--- src/rtl/axi_lite_arbiter_ctrl.sv ---
// Round-robin arbiter and transaction sequencer sharing one AXI4-Lite slave port
// between NUM_M masters, with a stalled-slave watchdog.
//
// state | meaning
// IDLE  | no grant; arbitrate among requesting masters
// RADDR | read granted, waiting for AR handshake
// RDATA | waiting for R handshake
// WADDR | write granted, waiting for AW (W may complete first)
// WDATA | AW done, waiting for W handshake
// WRESP | AW and W done, waiting for B handshake
module axi_lite_arbiter_ctrl #(
    parameter int NUM_M   = 2,
    parameter int TIMEOUT = 256
) (
    input  logic                                   ACLK,
    input  logic                                   ARESETN,
    input  logic [NUM_M-1:0]                       m_arvalid,
    input  logic [NUM_M-1:0]                       m_awvalid,
    input  logic                                   s_arvalid,
    input  logic                                   s_arready,
    input  logic                                   s_rvalid,
    input  logic                                   s_rready,
    input  logic                                   s_awvalid,
    input  logic                                   s_awready,
    input  logic                                   s_wvalid,
    input  logic                                   s_wready,
    input  logic                                   s_bvalid,
    input  logic                                   s_bready,
    output logic [NUM_M-1:0]                       grant,
    output logic [(NUM_M > 1 ? $clog2(NUM_M) : 1)-1:0] grant_idx,
    output logic                                   grant_write,
    output logic [2:0]                             state,
    output logic                                   timeout_o
);

    localparam int IDX_W = (NUM_M > 1) ? $clog2(NUM_M) : 1;
    localparam int WD_W  = (TIMEOUT > 0) ? $clog2(TIMEOUT + 1) : 1;

    typedef enum logic [2:0] {
        IDLE  = 3'd0,
        RADDR = 3'd1,
        RDATA = 3'd2,
        WADDR = 3'd3,
        WDATA = 3'd4,
        WRESP = 3'd5
    } state_type;

    state_type              state_q, state_d;
    logic [NUM_M-1:0]       grant_q, grant_d;
    logic [IDX_W-1:0]       idx_q, idx_d;
    logic                   write_q, write_d;
    logic [IDX_W-1:0]       rr_ptr_q, rr_ptr_d;
    logic                   w_done_q, w_done_d;

    logic                   ar_hs, r_hs, aw_hs, w_hs, b_hs, any_hs;
    logic [NUM_M-1:0]       req;
    logic                   win_found;
    logic [IDX_W-1:0]       win_idx;

    assign ar_hs  = s_arvalid & s_arready;
    assign r_hs   = s_rvalid  & s_rready;
    assign aw_hs  = s_awvalid & s_awready;
    assign w_hs   = s_wvalid  & s_wready;
    assign b_hs   = s_bvalid  & s_bready;
    assign any_hs = ar_hs | r_hs | aw_hs | w_hs | b_hs;
    assign req    = m_arvalid | m_awvalid;

    // First requester at or above the pointer, wrapping from NUM_M-1 back to 0.
    always_comb begin
        int c;
        win_found = 1'b0;
        win_idx   = '0;
        for (int k = 0; k < NUM_M; k++) begin
            c = int'(rr_ptr_q) + k;
            if (c >= NUM_M) c = c - NUM_M;
            if (!win_found && req[c]) begin
                win_found = 1'b1;
                win_idx   = IDX_W'(c);
            end
        end
    end

    always_ff @(posedge ACLK or negedge ARESETN) begin
        if (!ARESETN) begin
            state_q  <= IDLE;
            grant_q  <= '0;
            idx_q    <= '0;
            write_q  <= 1'b0;
            rr_ptr_q <= '0;
            w_done_q <= 1'b0;
        end else begin
            state_q  <= state_d;
            grant_q  <= grant_d;
            idx_q    <= idx_d;
            write_q  <= write_d;
            rr_ptr_q <= rr_ptr_d;
            w_done_q <= w_done_d;
        end
    end

    always_comb begin
        state_d  = state_q;
        grant_d  = grant_q;
        idx_d    = idx_q;
        write_d  = write_q;
        rr_ptr_d = rr_ptr_q;
        w_done_d = w_done_q;
        case (state_q)
            IDLE: begin
                if (win_found) begin
                    grant_d  = NUM_M'(1) << win_idx;
                    idx_d    = win_idx;
                    write_d  = m_awvalid[win_idx];
                    state_d  = m_awvalid[win_idx] ? WADDR : RADDR;
                    rr_ptr_d = (win_idx == IDX_W'(NUM_M - 1)) ? '0 : win_idx + 1'b1;
                end
            end
            RADDR: if (ar_hs) state_d = RDATA;
            RDATA: begin
                if (r_hs) begin
                    state_d  = IDLE;
                    grant_d  = '0;
                    idx_d    = '0;
                    write_d  = 1'b0;
                    w_done_d = 1'b0;
                end
            end
            WADDR: begin
                // WDATA itself records that AW has completed, so only W needs a flag.
                if (aw_hs) begin
                    state_d = (w_done_q || w_hs) ? WRESP : WDATA;
                end else if (w_hs) begin
                    w_done_d = 1'b1;
                end
            end
            WDATA: if (w_hs) state_d = WRESP;
            WRESP: begin
                if (b_hs) begin
                    state_d  = IDLE;
                    grant_d  = '0;
                    idx_d    = '0;
                    write_d  = 1'b0;
                    w_done_d = 1'b0;
                end
            end
            default: begin
                state_d  = IDLE;
                grant_d  = '0;
                idx_d    = '0;
                write_d  = 1'b0;
                w_done_d = 1'b0;
            end
        endcase
    end

    generate
        if (TIMEOUT > 0) begin : g_wdog
            logic [WD_W-1:0] wd_cnt_q;
            logic            wd_pulse_q;
            logic            stall;

            assign stall = (state_q != IDLE) && !any_hs;

            always_ff @(posedge ACLK or negedge ARESETN) begin
                if (!ARESETN) begin
                    wd_cnt_q   <= '0;
                    wd_pulse_q <= 1'b0;
                end else if (!stall) begin
                    wd_cnt_q   <= '0;
                    wd_pulse_q <= 1'b0;
                end else if (wd_cnt_q == WD_W'(TIMEOUT - 1)) begin
                    wd_cnt_q   <= '0;
                    wd_pulse_q <= 1'b1;
                end else begin
                    wd_cnt_q   <= wd_cnt_q + 1'b1;
                    wd_pulse_q <= 1'b0;
                end
            end

            assign timeout_o = wd_pulse_q;
        end else begin : g_no_wdog
            assign timeout_o = 1'b0;
        end
    endgenerate

    assign grant       = grant_q;
    assign grant_idx   = idx_q;
    assign grant_write = write_q;
    assign state       = state_q;

endmodule

--- config.mk ---
export PLATFORM = sky130hd
export DESIGN_NAME = axi_lite_arbiter_ctrl
export DESIGN_NICKNAME = d
export VERILOG_FILES = /design/src/rtl/axi_lite_arbiter_ctrl.sv
export SDC_FILE = /design/constraint.sdc
export NUM_CORES = 1
export LEC_CHECK = 0
export BUFFER_PORTS_ARGS = -buffer_cell sky130_fd_sc_hd__buf_2
export CAP_MARGIN = 20
export CORE_ASPECT_RATIO = 1.1
export CORE_UTILIZATION = 45
export DETAILED_ROUTE_END_ITERATION = 10
export PLACE_DENSITY = 0.66
export SLEW_MARGIN = 20
export SYNTH_ARGS = -nofsm -noshare
export SYNTH_HDL_FRONTEND = slang
export SYNTH_SLANG_ARGS = --single-unit
export TNS_END_PERCENT = 5
--- constraint.sdc ---
create_clock -name ACLK -period 3.3 [get_ports ACLK]
set_input_delay 0.66 -clock ACLK [delete_from_list [all_inputs] [get_ports ACLK]]
set_output_delay 0.66 -clock ACLK [all_outputs]
set_load 0.005 [all_outputs]
=== Word-level counts from Yosys, hierarchy flattened ===
Index checks and enable logic that the tools add are counted.

* Latch bits: 0
* Flip-flop bits (word level): 19
* Bits in writable memories: 0
* Word-level logic and storage cells: 99
* Memories kept: 0
* Memory bits (read-only): 0

* Multipliers: 0
* Div/mod/pow operators: 0
* Shift operators: 1
* Reduce and logical (&&, ||, !) cells: 13
* $add $sub $neg: 5
* Eq/ne operators: 14
* Bitwise operators: 12
* Order comparisons: 5
* Multiplexer cells: 41

{| class="wikitable"
|+ Operator list
! kind !! number
|-
| 32-bit by 3-bit less-than comparator with 1-bit output, second input constant || 2
|-
| 32-bit 2-to-1 mux || 2
|-
| 1-bit 2-to-1 mux || 22
|-
| 3-bit 2-to-1 mux || 6
|-
| 9-bit 2-to-1 mux || 2
|-
| 3-bit one-hot mux with 6 select lines || 1
|-
| 2-bit inequality test, second input constant || 8
|-
| 1-bit one-hot mux with 4 select lines || 3
|-
| 9-bit by 1-bit adder with 9-bit output, second input constant || 1
|-
| 9-bit by 8-bit equality test with 1-bit output, second input constant || 1
|-
| 2-bit 2-to-1 mux || 4
|-
| 2-bit one-hot mux with 4 select lines || 1
|-
| 3-bit by 2-bit equality test with 1-bit output, second input constant || 2
|-
| 3-bit equality test, second input constant || 2
|-
| 6-bit AND reduction || 1
|-
| 3-bit OR reduction || 2
|-
| 1-bit AND || 5
|-
| 5-bit AND reduction || 1
|-
| 1-bit bitwise OR || 4
|-
| 4-bit AND reduction || 1
|-
| 3-bit by 1-bit equality test with 1-bit output, second input constant || 1
|-
| 3-bit zero test || 1
|-
| 3-bit nonzero test || 1
|-
| 1-bit by 2-bit subtractor with 3-bit output, second input constant || 1
|-
| 13 further kinds || 16
|}

=== Longest topological paths before layout ===
* Depth after elaboration: 14
* Gate-level depth with buffers: 6
* Mapped depth without buffers: 5

=== Worst setup path before layout ===
No wires, ideal clock.

* Kind: input to register
* Start point: input m_awvalid[1]
* End point: register grant_q[0] (netlist: grant[0])
* Setup time: 125 ps
* Arrival time: 1698 ps
* Stages on the path: 4
* Slack: 1477 ps
* Path buffers: 0
* Required time: 3175 ps
* Cells stage by stage: or4_4 a2bb2oi_2 o21ai_2 mux2_4

* Cells in the longest elaborated chain, start to end: 11
* Elaborated cells on any way between the ends: 18
* Classes of those cells: eq/ne: 1; shift: 1; mux: 12; bitwise: 1; reduce/logical: 3

{| class="wikitable"
|+ Ends and longest elaborated chain
! item !! line !! RTL
|-
| start, declared || 18 || <nowiki>input logic [NUM_M-1:0] m_awvalid,</nowiki>
|-
| 2-bit bitwise OR (*) || 66 || <nowiki>assign req = m_arvalid | m_awvalid;</nowiki>
|-
| 1-bit 2-to-1 mux (not written as such) (3 in a row) || 76 || <nowiki>if (!win_found && req[c]) begin</nowiki>
|-
| 1-bit 2-to-1 mux || 76 ||
|-
| 1-bit zero test || 76 ||
|-
| 1-bit logical AND || 76 ||
|-
| 1-bit 2-to-1 mux || 76 ||
|-
| 1-bit by 1-bit << shifter with 2-bit output || 111 || <nowiki>grant_d = NUM_M'(1) << win_idx;</nowiki>
|-
| 2-bit 2-to-1 mux || 110 || <nowiki>if (win_found) begin</nowiki>
|-
| 2-bit one-hot mux with 4 select lines || 108 || <nowiki>case (state_q)</nowiki>
|-
| end signal, assigned || 93 || <nowiki>grant_q <= grant_d;</nowiki>
|-
| end, declared || 49 || <nowiki>logic [NUM_M-1:0] grant_q, grant_d;</nowiki>
|}

Mark *: on every way between the ends. The rest lies on a longest branch, timed or not. The select of a mux whose other input is x is not followed.
A chain may end at the register's enable or synchronous reset.

=== Worst setup path after layout ===
* Start point: register state_q[0] (netlist: state[0])
* End point: register state_q[0] (netlist: state[0])

* Cells in the longest elaborated chain, start to end: 3
* Elaborated cells on any way between the ends: 14
* Classes of those cells: eq/ne: 11; mux: 1; reduce/logical: 2

{| class="wikitable"
|+ Ends and longest elaborated chain
! item !! line !! RTL
|-
| start, declared || 48 || <nowiki>state_type state_q, state_d;</nowiki>
|-
| start signal, assigned || 92 || <nowiki>state_q <= state_d;</nowiki>
|-
| 3-bit equality test, or another cell as far along || 108 ||
|-
| 2-bit inequality test (no line) || - ||
|-
| 6-bit AND reduction (no line) || - ||
|}

Parallel ways exist; a longest one is shown, timed or not.

==> impl_metrics.tcl <==
set metrics [dict create \
    fin_ws_ps 1570 \
    synth_edf_count 0 \
    arrival_ps 1920 \
    dp_slack_ps 1306 \
    antenna_cells 0 \
    critical_path.startpoint_type "flop" \
    layout_common_cells "23 x buf_2, 18 x dfrtp_1, 13 x nor2_1" \
    timing.hold.ws_ps 277.4 \
    io_buffers 23 \
    antenna_found_initial 0 \
    tns_ps 0 \
    numClockSinks 18 \
    cp_num_buf_inv 0 \
    clk_pin_slew_ps 100 \
    die-area_mm2 0.002414 \
    initial_core_util_pct 48.96 \
    final_max_slew_viol_count 0 \
    status "completed" \
    wl_per_cell_um 12.36 \
    die_h_um 51.44 \
    syn_inst 100 \
    grt_max_degree 19 \
    coreArea_mm2 0.002042 \
    netlist_area_um2 999.7 \
    drtIter0Drc 15 \
    cts.repair.resized 0 \
    tritoncts.num_buffers 3 \
    critPathCaptureType "flop" \
    cp_max_fo 12 \
    worst_pin_slew_ps 395.0 \
    max_slew_margin_pct 73.67 \
    max_cap_viol_count 0 \
    skew_ps 0.6247 \
    finalSetupViolations 0 \
    dr_total_vias 799 \
    wl_um 1854 \
    layout_min_cycle_time_ps 1730 \
    antenna_left 0 \
    cts_root_buffer "clkbuf_4" \
    cts_setup_buffers 0 \
    avgSynthCellArea_um2 9.997 \
    synth_cell_types 42 \
    power_density_mw_per_mm2 695.0 \
    leakagePower_nw 0.5360 \
    synthFlopType "dfrtp_1" \
    mostFrequentLayoutCell "buf_2" \
    io_pins 24 \
    rsz0062_at_grt "no" \
    r2r-start "state[0]" \
    cp_cell_sequence "or3_1 -> a2bb2oi_1 -> o211ai_2 -> o31a_1" \
    grt_pass1_wl_um 3263 \
    rows 17 \
    hold_violations 0 \
    max-vdd-ir-drop_uv 551.9 \
    cts_buffer_depth 2 \
    required_ps 3490 \
    fmax_mhz 578.2 \
    finalWeightedCongestion 0.8523 \
    grt_pass1_vias 784 \
    route.detailed.drc 0 \
    cts_tree "done" \
    area_growth_pct 14.64 \
    fin_area_mm2 0.001146 \
    drive_above_1_share_pct 27.87 \
    syn_nets 117 \
    synth_seq_cells 18 \
    async_flop_share_pct 100.0 \
    synth.yosys.warnings 0 \
    seq_area_frac_synth_pct 45.06 \
    layout_worst_path_cycle_share_pct 52.41 \
    crit_start "state[0]" \
    track_usage_pct 18.45 \
    via_per_inst 5.327 \
    crit_family "compound AO/OA/AOI/OAI gates" \
    htree_levels 1 \
    hpwlAfterDp_um 1395 \
    cts_hold_buf 0 \
    cpMaxStageDelayCell "dfrtp_1" \
    drtPass1Iterations 4 \
    cpPeakStageDelay_ps 570 \
    die_w_um 46.94 \
    hold_class "input pin to asynchronous set/reset pin" \
    clk_latency_ps 290 \
    layout.nets 140 \
    postPlaceCellArea_mm2 0.001110 \
    critical_path_class "flop to flop" \
    grt.overflow.total 0 \
]
[metal layers]
metal / global-route usage, % / part of all wire [%] / vias up
met3: 2.473 / 3.0 / 2
met2: 27.78 / 47 / 19
met5: 0 / 0 / -
li1: - / - / 407
met1: 25.00 / 49 / 371
met4: 10.00 / 0.65 / 0
[cell usage after synthesis, types with 2 or more instances]
master      n  area [µm²]
dfrtp_1    18       450.4
nor2_1     13       48.80
nand2_1     6       22.52
inv_1       5       18.77
nand3_1     4       20.02
nand4_1     3       18.77
nor2b_1     3       18.77
o22ai_1     3       18.77
xnor2_1     3       26.28
xor2_1      3       26.28
a21oi_1     2       10.01
and4_1      2       17.52
buf_2       2       10.01
buf_4       2       15.01
nor3_1      2       10.01
o21ai_0     2       10.01
o2bb2ai_1   2       17.52
[power by group]
part / switching, mW / internal, mW / leakage, nW
logic: 0.152 / 0.165 / 0.276
clock network: 0.0674 / 0.0672 / 0.0210
registers: 0.0740 / 0.270 / 0.239
total: 0.294 / 0.503 / 0.536
[worst paths after layout]
kind                                  end  slack [ps]  cells after the start
max in group asynchronous        rr_ptr_q        2740                      1
worst min register to register  timeout_o         490                      1
worst max-delay path             state[0]        1570                      4
min in group ACLK               timeout_o         490                      1
worst max register to register   state[0]        1570                      4
worst min-delay path             w_done_q         280                      1
[cell type report]
class	count	area (µm²)
Clock buffer	4	36.28
Fill cell	192	895.9
Inverter	5	18.77
Multi-Input combinational cell	72	490.5
Sequential cell	18	450.4
Tap cell	28	35.03
Timing Repair Buffer	23	115.1
[sequential cells by signal, summed over array words and instances (netlist names)]
register and flops:
g_wdog.wd_cnt_q 9, state 3, timeout_o 1, w_done_q 1, rr_ptr_q 1, grant 2
grant_write 1
[metrics by stage]
step	utilization, %	total power, mW	cells
floorplan	-	0.6060	100
global placement	54.35	0.6644	146
detailed placement	54.35	0.6680	146
CTS	56.13	0.8042	150
global route	56.13	0.8643	150
finish	56.13	0.7966	150
[cell families after synthesis]
logic type / share of synthesized area, %
compound gates: 20.03
flops: 45.06
xor+xnor: 5.258
buf+inv: 5.882
fa+ha+maj: 1.251
mux: 2.503
simple gates: 20.03
No activity file was read; power rests on OpenSTA's default activity.
